==> config.mk <==
export PLATFORM = sky130hd
export DESIGN_NAME = acc_req_responder
export DESIGN_NICKNAME = d
export VERILOG_FILES = /design/src/rtl/acc_req_responder.sv
export SDC_FILE = /design/constraint.sdc
export NUM_CORES = 1
export LEC_CHECK = 0
export BUFFER_PORTS_ARGS = -buffer_cell sky130_fd_sc_hd__buf_2
export CAP_MARGIN = 10
export CORE_MARGIN = 2
export CORE_UTILIZATION = 57
export DETAILED_ROUTE_END_ITERATION = 16
export PLACE_DENSITY = 0.83
export SLEW_MARGIN = 30
export SYNTH_ARGS = -nofsm -noshare
export SYNTH_HDL_FRONTEND = slang
export SYNTH_SLANG_ARGS = --single-unit
==> constraint.sdc <==
create_clock -name clk_i -period 6.7 [get_ports clk_i]
set_clock_uncertainty 0.2 [all_clocks]
set_input_delay 1.005 -clock clk_i [delete_from_list [all_inputs] [get_ports clk_i]]
set_output_delay 1.005 -clock clk_i [all_outputs]
set_load 0.03 [all_outputs]
==> src/rtl/acc_req_responder.sv <==
// Accelerator-side responder: queues committed requests in order, screens the
// opcode, issues legal ones to a backend unit and returns tagged responses.
module acc_req_responder #(
  parameter int unsigned XLEN        = 64,
  parameter int unsigned TransIdBits = 3,
  parameter int unsigned Depth       = 4,
  parameter logic [6:0]  LegalOpcode = 7'b1010111
) (
  input  logic                   clk_i,
  input  logic                   rst_i,
  input  logic [31:0]            req_insn_i,
  input  logic [XLEN-1:0]        req_rs1_i,
  input  logic [XLEN-1:0]        req_rs2_i,
  input  logic [TransIdBits-1:0] req_trans_id_i,
  input  logic                   req_valid_i,
  output logic                   req_ready_o,
  output logic [XLEN-1:0]        resp_result_o,
  output logic [TransIdBits-1:0] resp_trans_id_o,
  output logic                   resp_error_o,
  output logic                   resp_valid_o,
  input  logic                   resp_ready_i,
  output logic [31:0]            be_insn_o,
  output logic [XLEN-1:0]        be_rs1_o,
  output logic [XLEN-1:0]        be_rs2_o,
  output logic                   be_valid_o,
  input  logic                   be_ready_i,
  input  logic                   be_done_i,
  input  logic [XLEN-1:0]        be_result_i,
  input  logic                   be_error_i,
  output logic                   busy_o
);

  localparam int unsigned PtrW = (Depth > 1) ? $clog2(Depth) : 1;
  localparam int unsigned CntW = $clog2(Depth + 1);

  typedef struct packed {
    logic [31:0]            insn;
    logic [XLEN-1:0]        rs1;
    logic [XLEN-1:0]        rs2;
    logic [TransIdBits-1:0] tid;
  } req_t;

  typedef enum logic [1:0] {
    S_IDLE  = 2'd0,
    S_ISSUE = 2'd1,
    S_WAIT  = 2'd2,
    S_RESP  = 2'd3
  } state_t;

  state_t            state, state_d;
  req_t              fifo_mem [Depth];
  req_t              head;
  logic [PtrW-1:0]   wptr, rptr;
  logic [CntW-1:0]   count, count_d;
  logic              push, pop;
  logic              res_ld;
  logic [XLEN-1:0]   res_d;
  logic              err_d;

  assign push = req_valid_i && req_ready_o;
  assign head = fifo_mem[rptr];

  // FIFO storage write; contents need no reset since pointers gate visibility
  always_ff @(posedge clk_i) begin
    if (push) begin
      fifo_mem[wptr] <= '{insn: req_insn_i, rs1: req_rs1_i, rs2: req_rs2_i, tid: req_trans_id_i};
    end
  end

  // Next-state logic: pop/screen in IDLE, backend handshake, response handshake
  always_comb begin
    state_d = state;
    pop     = 1'b0;
    res_ld  = 1'b0;
    res_d   = '0;
    err_d   = 1'b0;
    unique case (state)
      S_IDLE: begin
        if (count != '0) begin
          pop = 1'b1;
          if (head.insn[6:0] != LegalOpcode) begin
            res_ld  = 1'b1;
            err_d   = 1'b1;
            state_d = S_RESP;
          end else begin
            state_d = S_ISSUE;
          end
        end
      end
      S_ISSUE: begin
        if (be_ready_i) begin
          if (be_done_i) begin
            res_ld  = 1'b1;
            res_d   = be_result_i;
            err_d   = be_error_i;
            state_d = S_RESP;
          end else begin
            state_d = S_WAIT;
          end
        end
      end
      S_WAIT: begin
        if (be_done_i) begin
          res_ld  = 1'b1;
          res_d   = be_result_i;
          err_d   = be_error_i;
          state_d = S_RESP;
        end
      end
      S_RESP: begin
        if (resp_ready_i) begin
          state_d = S_IDLE;
        end
      end
      default: state_d = S_IDLE;
    endcase
  end

  // Occupancy update; simultaneous push and pop cancel out
  always_comb begin
    count_d = count;
    unique case ({push, pop})
      2'b10:   count_d = count + CntW'(1);
      2'b01:   count_d = count - CntW'(1);
      default: count_d = count;
    endcase
  end

  // State, pointers and all registered outputs
  always_ff @(posedge clk_i) begin
    if (rst_i) begin
      state           <= S_IDLE;
      count           <= '0;
      wptr            <= '0;
      rptr            <= '0;
      req_ready_o     <= 1'b1;
      busy_o          <= 1'b0;
      be_valid_o      <= 1'b0;
      resp_valid_o    <= 1'b0;
      be_insn_o       <= '0;
      be_rs1_o        <= '0;
      be_rs2_o        <= '0;
      resp_trans_id_o <= '0;
      resp_result_o   <= '0;
      resp_error_o    <= 1'b0;
    end else begin
      state        <= state_d;
      count        <= count_d;
      req_ready_o  <= (count_d != CntW'(Depth));
      busy_o       <= (count_d != '0) || (state_d != S_IDLE);
      be_valid_o   <= (state_d == S_ISSUE);
      resp_valid_o <= (state_d == S_RESP);
      if (push) begin
        wptr <= wptr + PtrW'(1);
      end
      if (pop) begin
        rptr            <= rptr + PtrW'(1);
        be_insn_o       <= head.insn;
        be_rs1_o        <= head.rs1;
        be_rs2_o        <= head.rs2;
        resp_trans_id_o <= head.tid;
      end
      if (res_ld) begin
        resp_result_o <= res_d;
        resp_error_o  <= err_d;
      end
    end
  end

endmodule

==> metrics.txt, run 1 <==
# TYPE chip_impl_metric gauge
chip_impl_metric{name="routed_wire_length_per_instance",unit="µm"} 23.2
chip_impl_metric{name="final_antenna_net_count",unit=""} 0
chip_impl_metric{name="global_route_wire_length_before_repair",unit="µm"} 117000
chip_impl_metric{name="clock-sinks",unit=""} 895
chip_impl_metric{name="worstRegToRegCells",unit=""} 10
chip_impl_metric{name="grt_antenna_before_repair",unit=""} 36
chip_impl_info{name="global_route.peak_usage_layer",value="met2"} 1
chip_impl_metric{name="cp.arrival",unit="ns"} 3.70
chip_impl_metric{name="rows",unit=""} 88
chip_impl_metric{name="synth-edff-count",unit=""} 652
chip_impl_metric{name="grt.met3_usage",unit="%"} 6.42
chip_impl_info{name="most_common_cell_after_layout_fill_and_taps_aside",value="sky130_fd_sc_hd__edfxtp_1"} 1
chip_impl_metric{name="cts_hold_repair.buffers",unit=""} 0
chip_impl_metric{name="finalHoldViolCount",unit=""} 0
chip_impl_metric{name="ys_ff_latch",unit=""} 895
chip_impl_metric{name="cts_repair_resize_count",unit=""} 0
chip_impl_info{name="rsz0062_at_grt",value="no"} 1
chip_impl_metric{name="fin_setup_tns",unit="ns"} 0
chip_impl_metric{name="clk_pin_slew_worst_paths",unit="ns"} 0.06
chip_impl_metric{name="worst_slew_margin_rel",unit="%"} 32.9
chip_impl_metric{name="hold_ws",unit="ns"} 0.252
chip_impl_metric{name="worst-slew-pin-transition",unit="ns"} 1.01
chip_impl_metric{name="first_global_vias",unit=""} 20157
chip_impl_metric{name="routed-via-count",unit=""} 19620
chip_impl_metric{name="design.final.nets",unit=""} 2770
chip_impl_metric{name="pwr-share-seq",unit="%"} 43.6
chip_impl_metric{name="fillers",unit=""} 3631
chip_impl_metric{name="globalRouteTotalUtil",unit="%"} 25.9
chip_impl_metric{name="ctsHtreeMaxLevel",unit=""} 3
chip_impl_metric{name="yosysSeqAreaShare",unit="%"} 74.3
chip_impl_metric{name="clockBufferDepth",unit=""} 3
chip_impl_metric{name="clk-insertion-delay-late",unit="ns"} 0.62
chip_impl_metric{name="synth.lib_cells_used.distinct",unit=""} 41
chip_impl_info{name="run_status",value="complete, no violations"} 1
chip_impl_metric{name="nets_in_the_synthesized_netlist",unit=""} 2326
chip_impl_metric{name="timing.final.crit_share",unit="%"} 50.8
chip_impl_metric{name="finalSetupViolations",unit=""} 0
chip_impl_metric{name="final_cell_count_no_fill",unit=""} 3387
chip_impl_metric{name="seq_area",unit="µm²"} 24500
chip_impl_metric{name="power_switching",unit="W"} 0.00567
chip_impl_metric{name="globalRouteOverflowTotal",unit=""} 0
chip_impl_metric{name="timing_limited_maximum_frequency",unit="MHz"} 294
chip_impl_metric{name="grt.met1_usage",unit="%"} 31.3
chip_impl_metric{name="cp_data_required_time",unit="ns"} 6.99
chip_impl_metric{name="place_congestion",unit=""} 0.865
chip_impl_metric{name="post_synth.cell_area_avg",unit="µm²"} 15.8
chip_impl_metric{name="port_buf_inserts",unit=""} 465
chip_impl_metric{name="avgViaCountPerCell",unit=""} 5.79
chip_impl_info{name="synth_top_flop_cell",value="sky130_fd_sc_hd__edfxtp_1"} 1
chip_impl_metric{name="power.share.combinational",unit="%"} 28.0
chip_impl_metric{name="total_of_max_cap_violations",unit=""} 0
chip_impl_metric{name="drt_wl_total",unit="µm"} 78500
chip_impl_metric{name="initialDrtViolationCount",unit=""} 1494
chip_impl_metric{name="design.portCount",unit=""} 466
chip_impl_info{name="tritoncts",value="built"} 1
chip_impl_metric{name="slew_viol_final",unit=""} 0
chip_impl_info{name="cts_root_buf",value="sky130_fd_sc_hd__clkbuf_16"} 1
chip_impl_metric{name="hold_depth",unit=""} 2
chip_impl_metric{name="chipWidth",unit="µm"} 244
chip_impl_metric{name="power.density_cell_area",unit="nW/µm²"} 432
chip_impl_metric{name="die-height",unit="µm"} 244
chip_impl_metric{name="core_area",unit="µm²"} 57400
chip_impl_metric{name="grt_max_degree",unit=""} 154
chip_impl_metric{name="floorplan.initialDensity",unit="%"} 57.4
chip_impl_metric{name="p_int",unit="W"} 0.0112
chip_impl_metric{name="detailedPlacementHpwl",unit="µm"} 44800
chip_impl_metric{name="p_clk_share",unit="%"} 28.4
chip_impl_metric{name="dp_cells",unit=""} 3199
chip_impl_info{name="layout_common_cells",value="sky130_fd_sc_hd__edfxtp_1, sky130_fd_sc_hd__buf_2, sky130_fd_sc_hd__nand2_1"} 1
chip_impl_metric{name="firstDrtPassIters",unit=""} 5
chip_impl_metric{name="power.static_leakage",unit="nW"} 13.8
chip_impl_metric{name="yosys_warnings",unit=""} 0
chip_impl_metric{name="cts_made_buffers",unit=""} 87
chip_impl_metric{name="postSynthCellCount",unit=""} 2081
chip_impl_metric{name="synth_async_sr_flop_share",unit="%"} 0
chip_impl_metric{name="area_growth",unit="%"} 18.2
chip_impl_metric{name="vdd.ir_drop.worst",unit="mV"} 0.359
chip_impl_metric{name="groute.layer.met2.usage",unit="%"} 43.6
chip_impl_metric{name="multi_input_area",unit="µm²"} 7910
chip_impl_info{name="critPathKind",value="flop to flop"} 1
chip_impl_metric{name="postCtsSetupBuffers",unit=""} 0
chip_impl_metric{name="final_layout_size_suffix_gt1_share",unit="%"} 30.4
chip_impl_metric{name="power.share.switching",unit="%"} 33.7
chip_impl_metric{name="finalWorstPathRequiredPeriod",unit="ns"} 3.40
chip_impl_metric{name="drc_errors",unit=""} 0
chip_impl_info{name="worst_setup_path_start_kind",value="flop"} 1
chip_impl_metric{name="die_area",unit="µm²"} 59700
chip_impl_info{name="endpoint_kind",value="flop"} 1
chip_impl_metric{name="critical_path.max_fanout",unit=""} 87
chip_impl_metric{name="mappedNetlistArea",unit="µm²"} 32900
chip_impl_info{name="hold_path.class",value="flop to flop"} 1
## layout make-up
class                      instances  share of cell area (%)
sequential                       895                    62.8
multi-input combinational       1042                    20.3
timing repair buffer             487                    6.93
clock buffer                     114                    6.06
tap                              765                    2.46
clock inverter                    46                    1.08
antenna                           26                   0.167
inverter                          12                   0.129
## state kept, by name, indices dropped and copies added, names as in the netlist, named ones only
signal,flops
req_ready_o,1
be_rs1_o,64
be_valid_o,1
count,3
busy_o,1
state,2
resp_trans_id_o,3
be_insn_o,32
resp_valid_o,1
resp_result_o,64
rptr,2
wptr,2
resp_error_o,1
fifo_mem,652
be_rs2_o,64
## synthesized netlist by cell type (14+ instances only)
| cell type | instances | area (µm²) |
|---|---|---|
| sky130_fd_sc_hd__edfxtp_1 | 652 | 19600 |
| sky130_fd_sc_hd__nand2_1 | 395 | 1480 |
| sky130_fd_sc_hd__dfxtp_1 | 243 | 4860 |
| sky130_fd_sc_hd__a21oi_1 | 234 | 1170 |
| sky130_fd_sc_hd__mux4_2 | 163 | 3670 |
| sky130_fd_sc_hd__clkbuf_1 | 84 | 315 |
| sky130_fd_sc_hd__nor2_1 | 71 | 267 |
| sky130_fd_sc_hd__nand3b_1 | 66 | 495 |
| sky130_fd_sc_hd__o21ai_1 | 51 | 255 |
| sky130_fd_sc_hd__buf_2 | 26 | 130 |
| sky130_fd_sc_hd__o21ai_0 | 18 | 90.1 |
| sky130_fd_sc_hd__buf_1 | 14 | 52.6 |
## critical path, cell delays in order (launching register included)
cell	delay [ns]
sky130_fd_sc_hd__dfxtp_1	0.45
sky130_fd_sc_hd__or3_1	0.23
sky130_fd_sc_hd__nand2_4	0.19
sky130_fd_sc_hd__inv_6	0.56
sky130_fd_sc_hd__ha_1	0.36
sky130_fd_sc_hd__inv_1	0.07
sky130_fd_sc_hd__fa_1	0.41
sky130_fd_sc_hd__xor2_1	0.17
sky130_fd_sc_hd__or3_1	0.33
sky130_fd_sc_hd__a21oi_1	0.22
sky130_fd_sc_hd__nand2_1	0.07
## through the flow
step,worst slack (ns),instance area (µm²),utilization (%),power (W)
2_1_floorplan,1.16,32900,-,0.0106
3_3_place_gp,3.34,35900,62.6,0.0119
3_5_place_dp,3.25,36000,62.8,0.0121
4_1_cts,3.23,38800,67.6,0.0169
5_1_grt,3.12,38900,67.8,0.0175
6_report,3.30,38900,67.8,0.0168
## logic make-up after synthesis
family | Yosys count | share of synthesized area, %
AO/OA/AOI/OAI | 313 | 4.87
XOR/XNOR | 6 | 0.201
adder cells (fa/ha/maj) | 11 | 0.441
buffers and inverters | 144 | 1.89
flip-flops | 895 | 74.3
multiplexers | 164 | 11.2
AND/OR/NAND/NOR | 548 | 7.16
## power by group through the flow
stage	registers, W	clock network (W)	logic (W)
after detailed placement	0.00745	0	0.00462
after floorplan	0.00827	0	0.00237
after global placement	0.00738	0	0.00451
after CTS	0.00736	0.00485	0.00468
final	0.00733	0.00478	0.00471
after global routing	0.00741	0.00505	0.00502
## layer usage
metal | vias to the layer above | share of wire, %
met5 | - | 0.20
met4 | 24 | 4.5
met3 | 212 | 8.3
met2 | 885 | 51
met1 | 9807 | 36
li1 | 8692 | -
## path summary, 6_finish.rpt
path                                    from           end  slack [ns]
worst max-delay path                count[0]   req_ready_o        3.30
worst min-delay path            be_rs1_o[19]  be_rs1_o[19]        0.25
worst max register to register      count[0]   req_ready_o        3.30
worst min register to register  be_rs1_o[19]  be_rs1_o[19]        0.25
Note: power is estimated with default switching activity, not from simulation.
==> inputs of run 2 (changes only) <==
==> constraint.sdc (replaced) <==
create_clock -name clk_i -period 3.2 [get_ports clk_i]
set_clock_uncertainty 0.2 [all_clocks]
set_input_delay 0.48 -clock clk_i [delete_from_list [all_inputs] [get_ports clk_i]]
set_output_delay 0.48 -clock clk_i [all_outputs]
set_load 0.03 [all_outputs]
==> run 2 against run 1 <==
Effect of this change:
- non-clock buffer count up 249
- largest power group unchanged
- routed wire length up 13%
- global-route usage up 3.6 points
- core utilization up 5.0 points
==> metrics.txt, run 2 (synthesis gave the netlist of run 1 again) <==
# TYPE chip_impl_metric gauge
chip_impl_metric{name="cts_hold_repair.buffers",unit=""} 228
chip_impl_metric{name="final_cell_count_no_fill",unit=""} 3625
chip_impl_metric{name="total_of_max_cap_violations",unit=""} 0
chip_impl_metric{name="clk-insertion-delay-late",unit="ns"} 0.64
chip_impl_info{name="layout_common_cells",value="sky130_fd_sc_hd__edfxtp_1, sky130_fd_sc_hd__buf_2, sky130_fd_sc_hd__nand2_1"} 1
chip_impl_metric{name="critical_path.max_fanout",unit=""} 121
chip_impl_metric{name="final_antenna_net_count",unit=""} 0
chip_impl_metric{name="slowest_delay",unit="ns"} 0.44
chip_impl_metric{name="power.share.combinational",unit="%"} 28.8
chip_impl_metric{name="worst_slew_margin_rel",unit="%"} 34.0
chip_impl_metric{name="postCtsSetupBuffers",unit=""} 0
chip_impl_info{name="run_status",value="complete, no violations"} 1
chip_impl_metric{name="avgViaCountPerCell",unit=""} 5.86
chip_impl_metric{name="timing.final.ws_setup",unit="ns"} 0.450
chip_impl_metric{name="pwr-share-seq",unit="%"} 41.6
chip_impl_metric{name="worstSetupPathDepth",unit=""} 6
chip_impl_metric{name="finalWorstPathRequiredPeriod",unit="ns"} 2.75
chip_impl_metric{name="cp.arrival",unit="ns"} 3.08
chip_impl_metric{name="power.density_cell_area",unit="nW/µm²"} 885
chip_impl_metric{name="design.portCount",unit=""} 466
chip_impl_metric{name="globalRouteTotalUtil",unit="%"} 29.4
chip_impl_metric{name="drc_errors",unit=""} 0
chip_impl_metric{name="multi_input_area",unit="µm²"} 7910
chip_impl_info{name="max_flop_register",value="fifo_mem"} 1
chip_impl_metric{name="globalRouteOverflowTotal",unit=""} 0
chip_impl_metric{name="rows",unit=""} 88
chip_impl_info{name="worst_setup_path_start_kind",value="flop"} 1
chip_impl_metric{name="worstRegToRegCells",unit=""} 6
chip_impl_metric{name="finalHoldViolCount",unit=""} 0
chip_impl_metric{name="die_area",unit="µm²"} 59700
chip_impl_metric{name="chipWidth",unit="µm"} 244
chip_impl_metric{name="clock-sinks",unit=""} 895
chip_impl_metric{name="postLayoutCoreUtil",unit="%"} 72.8
chip_impl_metric{name="detailedPlacementHpwl",unit="µm"} 46500
chip_impl_metric{name="routed-via-count",unit=""} 21252
chip_impl_metric{name="largest_register_ffs",unit=""} 652
chip_impl_info{name="endpoint_kind",value="flop"} 1
chip_impl_metric{name="floorplan.initialDensity",unit="%"} 57.4
chip_impl_metric{name="critical_path_buf_inv_count",unit=""} 2
chip_impl_metric{name="seq_area",unit="µm²"} 24500
chip_impl_metric{name="routed_wire_length_per_instance",unit="µm"} 24.6
chip_impl_metric{name="timing.final.crit_share",unit="%"} 85.9
chip_impl_metric{name="finalSetupViolations",unit=""} 0
chip_impl_metric{name="clk_pin_slew_worst_paths",unit="ns"} 0.06
chip_impl_metric{name="timing_limited_maximum_frequency",unit="MHz"} 364
chip_impl_metric{name="die-height",unit="µm"} 244
chip_impl_info{name="crit_family",value="simple AND/OR/NAND/NOR gates"} 1
chip_impl_info{name="rsz0062_at_grt",value="no"} 1
chip_impl_info{name="cts_root_buf",value="sky130_fd_sc_hd__clkbuf_16"} 1
chip_impl_metric{name="dp_cells",unit=""} 3220
chip_impl_metric{name="p_clk_share",unit="%"} 29.7
chip_impl_metric{name="first_global_vias",unit=""} 21950
chip_impl_metric{name="initialDrtViolationCount",unit=""} 2016
chip_impl_metric{name="cts_made_buffers",unit=""} 88
chip_impl_info{name="critPathKind",value="flop to flop"} 1
chip_impl_metric{name="place_congestion",unit=""} 0.851
chip_impl_metric{name="hold_ws",unit="ns"} 0.106
chip_impl_metric{name="design.final.nets",unit=""} 3020
chip_impl_metric{name="cts_repair_resize_count",unit=""} 0
chip_impl_metric{name="drt_wl_total",unit="µm"} 89000
chip_impl_metric{name="vdd.ir_drop.worst",unit="mV"} 0.950
chip_impl_metric{name="dpl_worst_slack",unit="ns"} 0.571
chip_impl_metric{name="grt_antenna_before_repair",unit=""} 12
chip_impl_metric{name="report.power.total",unit="W"} 0.0370
chip_impl_info{name="critical_path.slowest_cell",value="sky130_fd_sc_hd__or3_1"} 1
chip_impl_metric{name="final_layout_size_suffix_gt1_share",unit="%"} 29.0
chip_impl_metric{name="global_route_wire_length_before_repair",unit="µm"} 132000
chip_impl_metric{name="ctsHtreeMaxLevel",unit=""} 3
chip_impl_metric{name="p_int",unit="W"} 0.0244
chip_impl_metric{name="slew_viol_final",unit=""} 0
chip_impl_metric{name="grt_max_degree",unit=""} 166
chip_impl_metric{name="hold_depth",unit=""} 4
chip_impl_metric{name="port_buf_inserts",unit=""} 465
chip_impl_info{name="crit_path_cell_trace",value="or3_1, nand2_4, buf_12, buf_16, nand2_1, a21oi_1"} 1
chip_impl_metric{name="firstDrtPassIters",unit=""} 5
chip_impl_info{name="tritoncts",value="built"} 1
chip_impl_metric{name="area_growth",unit="%"} 26.9
chip_impl_metric{name="cp_data_required_time",unit="ns"} 3.53
chip_impl_info{name="hold_path.class",value="input port to flop"} 1
chip_impl_info{name="most_common_cell_after_layout_fill_and_taps_aside",value="sky130_fd_sc_hd__edfxtp_1"} 1
chip_impl_metric{name="power.static_leakage",unit="nW"} 15.1
chip_impl_metric{name="fillers",unit=""} 3258
chip_impl_metric{name="clockBufferDepth",unit=""} 3
chip_impl_metric{name="worst-slew-pin-transition",unit="ns"} 0.990
chip_impl_metric{name="power_switching",unit="W"} 0.0126
chip_impl_metric{name="core_area",unit="µm²"} 57400
chip_impl_metric{name="power.share.switching",unit="%"} 34.1
[run 2: cell types whose count changed in the layout (fill, tap and decap cells not counted), moves of 4 or more]
cell / delta
sky130_fd_sc_hd__dlygate4sd3_1: +228
sky130_fd_sc_hd__buf_12: +17
sky130_fd_sc_hd__diode_2: -17
sky130_fd_sc_hd__buf_4: +9
sky130_fd_sc_hd__clkbuf_8: +8
sky130_fd_sc_hd__clkinv_1: -8
sky130_fd_sc_hd__bufinv_16: +4
sky130_fd_sc_hd__clkinv_2: -4
[run 2: power groups by stage]
stage / clock (W) / combinational [W] / sequential [W]
global placement: 0 / 0.00979 / 0.0153
finish: 0.0110 / 0.0106 / 0.0154
global route: 0.0115 / 0.0112 / 0.0155
CTS: 0.0110 / 0.0104 / 0.0153
detailed placement: 0 / 0.0100 / 0.0155
floorplan: 0 / 0.00496 / 0.0172
[run 2: cell type report]
type                    instances  share of cell area, %
well taps                     765                   2.29
clock buffers                 121                   6.00
diodes                          9                 0.0539
flip-flops and latches        895                   58.5
multi-input cells            1042                   18.9
clock inverters                45                   1.45
inverters                      12                  0.120
repair buffers                736                   12.6
[run 2: worst register-to-register path, delay by kind of cell, from the launching register on]
family	cells	cell delay, ns
AO/OA/AOI/OAI	1	0.33
buffers and inverters	2	0.65
flip-flops	1	0.37
AND/OR/NAND/NOR	3	1.11
[run 2: through the flow]
stage	setup TNS [ns]	area, µm²
final	0	41800
after CTS	0	41700
after detailed placement	0	36300
after global placement	0	36300
after global routing	0	41800
after floorplan	-60.91	32900
[run 2: final timing paths]
kind,slack (ns),startpoint,endpoint
setup reg to reg,0.45,count[0],be_rs1_o[36]
hold / removal,0.11,be_error_i,resp_error_o
hold reg to reg,0.25,be_rs1_o[54],be_rs1_o[54]
setup / recovery,0.45,count[0],be_rs1_o[36]
[run 2: routing by layer]
| layer | track usage, % | routed length [µm] | up-vias |
|---|---|---|---|
| met5 | 0 | 71 | - |
| met4 | 13.2 | 3910 | 10 |
| met3 | 6.09 | 7820 | 255 |
| met2 | 51.4 | 46500 | 1331 |
| met1 | 35.4 | 30800 | 10461 |
| li1 | - | - | 9195 |
==> inputs of run 3 (changes only) <==
--- a/config.mk
+++ b/config.mk
@@ -8,9 +8,11 @@
 export BUFFER_PORTS_ARGS = -buffer_cell sky130_fd_sc_hd__buf_2
 export CAP_MARGIN = 10
 export CORE_MARGIN = 2
-export CORE_UTILIZATION = 57
+export CORE_UTILIZATION = 25
 export DETAILED_ROUTE_END_ITERATION = 16
-export PLACE_DENSITY = 0.83
+export PLACE_DENSITY = 0.45
+export RECOVER_POWER = 50
+export SKIP_CTS_REPAIR_TIMING = 1
 export SLEW_MARGIN = 30
 export SYNTH_ARGS = -nofsm -noshare
 export SYNTH_HDL_FRONTEND = slang
==> run 3 against run 2 <==
Effect of this change:
- the run now ends with max-capacitance violations, max-slew violations left
- clock-buffer cell count up 30
- non-clock buffer count down 6
- final area up 2.3%
- highest routed layer unchanged
==> metrics.txt, run 3 (synthesis gave the netlist of run 1 again) <==
# TYPE chip_impl_metric gauge
chip_impl_info{name="run_status",value="complete, but fails checks"} 1
chip_impl_info{name="violations",value="max-capacitance violations, max-slew violations"} 1
chip_impl_info{name="tritoncts",value="built"} 1
chip_impl_metric{name="rows",unit=""} 133
chip_impl_info{name="hold_path.class",value="input port to flop"} 1
chip_impl_metric{name="routed-via-count",unit=""} 19968
chip_impl_metric{name="largest_register_ffs",unit=""} 652
chip_impl_metric{name="slew_viol_final",unit=""} 17
chip_impl_metric{name="grt_max_degree",unit=""} 124
chip_impl_metric{name="drt_wl_total",unit="µm"} 88200
chip_impl_metric{name="die_area",unit="µm²"} 135000
chip_impl_metric{name="cp_data_required_time",unit="ns"} 3.57
chip_impl_metric{name="grt.met3_usage",unit="%"} 5.11
chip_impl_metric{name="critical_path.max_fanout",unit=""} 65
chip_impl_metric{name="detailedPlacementHpwl",unit="µm"} 51700
chip_impl_metric{name="finalHoldViolCount",unit=""} 0
chip_impl_info{name="critical_path.slowest_cell",value="sky130_fd_sc_hd__dlygate4sd3_1"} 1
chip_impl_metric{name="design.portCount",unit=""} 466
chip_impl_info{name="max_flop_register",value="fifo_mem"} 1
chip_impl_metric{name="groute.layer.met2.usage",unit="%"} 21.2
chip_impl_info{name="critPathKind",value="flop to flop"} 1
chip_impl_metric{name="dpl_worst_slack",unit="ns"} 0.586
chip_impl_metric{name="slowest_delay",unit="ns"} 0.58
chip_impl_metric{name="fillers",unit=""} 13024
chip_impl_metric{name="cp.arrival",unit="ns"} 3.43
chip_impl_metric{name="clk-insertion-delay-late",unit="ns"} 0.72
chip_impl_metric{name="grt.met1_usage",unit="%"} 15.4
chip_impl_info{name="cts_root_buf",value="sky130_fd_sc_hd__clkbuf_16"} 1
chip_impl_metric{name="port_buf_inserts",unit=""} 465
chip_impl_metric{name="report.power.total",unit="W"} 0.0370
chip_impl_metric{name="power.density_cell_area",unit="nW/µm²"} 866
chip_impl_metric{name="worst_slew_margin_rel",unit="%"} -2.39
chip_impl_info{name="worst_setup_path_start_kind",value="flop"} 1
chip_impl_metric{name="ctsHtreeMaxLevel",unit=""} 3
chip_impl_metric{name="critical_path_buf_inv_count",unit=""} 2
chip_impl_metric{name="seq_area",unit="µm²"} 24500
chip_impl_metric{name="initialDrtViolationCount",unit=""} 1069
chip_impl_metric{name="placed_area",unit="µm²"} 37500
chip_impl_metric{name="timing_limited_maximum_frequency",unit="MHz"} 326
chip_impl_metric{name="clock-sinks",unit=""} 895
chip_impl_metric{name="final_antenna_net_count",unit=""} 0
chip_impl_metric{name="cts_made_buffers",unit=""} 101
chip_impl_metric{name="timing.final.ws_setup",unit="ns"} 0.132
chip_impl_metric{name="multi_input_area",unit="µm²"} 7880
chip_impl_metric{name="drc_errors",unit=""} 0
chip_impl_metric{name="total_of_max_cap_violations",unit=""} 1
chip_impl_info{name="most_common_cell_after_layout_fill_and_taps_aside",value="sky130_fd_sc_hd__edfxtp_1"} 1
chip_impl_info{name="crit_path_cell_trace",value="mux4_2, and4b_1, a21oi_4, buf_4, o21ai_1, dlygate4sd3_1"} 1
chip_impl_info{name="endpoint_kind",value="flop"} 1
chip_impl_metric{name="floorplan.initialDensity",unit="%"} 25.1
chip_impl_metric{name="grt_antenna_before_repair",unit=""} 13
chip_impl_metric{name="clockBufferDepth",unit=""} 3
chip_impl_metric{name="globalRouteTotalUtil",unit="%"} 12.9
chip_impl_metric{name="die-height",unit="µm"} 367
chip_impl_metric{name="design_area",unit="µm²"} 42700
chip_impl_metric{name="avgViaCountPerCell",unit=""} 4.32
chip_impl_metric{name="chipWidth",unit="µm"} 367
chip_impl_metric{name="rrSetupSlack",unit="ns"} 0.13
chip_impl_metric{name="globalRouteOverflowTotal",unit=""} 0
chip_impl_metric{name="firstDrtPassIters",unit=""} 5
chip_impl_metric{name="area_growth",unit="%"} 29.9
chip_impl_metric{name="fin_setup_tns",unit="ns"} 0
chip_impl_metric{name="worst-slew-pin-transition",unit="ns"} 1.54
chip_impl_metric{name="core_area",unit="µm²"} 131000
chip_impl_metric{name="finalWorstPathRequiredPeriod",unit="ns"} 3.07
chip_impl_metric{name="design.final.nets",unit=""} 3027
chip_impl_metric{name="timing.final.crit_share",unit="%"} 95.9
chip_impl_metric{name="clk_pin_slew_worst_paths",unit="ns"} 0.05
chip_impl_info{name="global_route.peak_usage_layer",value="met2"} 1
chip_impl_metric{name="first_global_vias",unit=""} 20429
chip_impl_metric{name="power.static_leakage",unit="nW"} 14.3
chip_impl_metric{name="global_route_wire_length_before_repair",unit="µm"} 131000
chip_impl_metric{name="vdd.ir_drop.worst",unit="mV"} 0.856
chip_impl_info{name="layout_common_cells",value="sky130_fd_sc_hd__edfxtp_1, sky130_fd_sc_hd__nand2_1, sky130_fd_sc_hd__clkbuf_1"} 1
chip_impl_metric{name="postLayoutCoreUtil",unit="%"} 32.6
chip_impl_metric{name="final_layout_size_suffix_gt1_share",unit="%"} 20.2
chip_impl_metric{name="routed_wire_length_per_instance",unit="µm"} 19.1
chip_impl_metric{name="finalSetupViolations",unit=""} 0
chip_impl_metric{name="place_congestion",unit=""} 0.804
chip_impl_info{name="crit_family",value="buffers and inverters"} 1
## run 3: path summary, 6_finish.rpt
kind,startpoint,to,depth (start not counted)
worst max-delay path,flop,resp_result_o[26],6
worst min-delay path,be_done_i,resp_result_o[32],4
worst max register to register,flop,resp_result_o[26],6
worst min register to register,be_insn_o[31],be_insn_o[31],2
## run 3: through the flow
stage / cells / hold WS (ns)
2_1_floorplan: 2081 / 0.269
3_3_place_gp: 4196 / 0.240
3_5_place_dp: 4200 / 0.244
4_1_cts: 4386 / -0.307
5_1_grt: 4625 / 0.127
6_report: 4625 / 0.153
## run 3: cell type report
type / instances / share of cell area (%)
timing repair buffer: 730 / 11.3
clock inverter: 35 / 0.992
tap: 1755 / 5.14
inverter: 12 / 0.114
clock buffer: 151 / 6.78
sequential: 895 / 57.2
multi-input combinational: 1042 / 18.4
antenna: 5 / 0.0293
## run 3: worst register-to-register path, stage by stage (launching register included)
cell and delay (ns):
sky130_fd_sc_hd__dfxtp_4 0.48, sky130_fd_sc_hd__mux4_2 0.56, sky130_fd_sc_hd__and4b_1 0.27, sky130_fd_sc_hd__a21oi_4 0.12
sky130_fd_sc_hd__buf_4 0.56, sky130_fd_sc_hd__o21ai_1 0.18, sky130_fd_sc_hd__dlygate4sd3_1 0.58
## run 3: metal layers
metal | routed length, µm | vias to the layer above | share of wire, %
li1 | - | 9217 | -
met1 | 38000 | 10067 | 43
met2 | 41900 | 549 | 47
met3 | 6470 | 119 | 7.3
met4 | 1820 | 16 | 2.1
met5 | 92 | - | 0.10
## run 3: power breakdown
part           internal (W)  total (W)  switching [W]
logic               0.00333     0.0104        0.00705
registers            0.0144     0.0152       0.000766
clock network       0.00671     0.0115        0.00474
total                0.0244     0.0370         0.0126
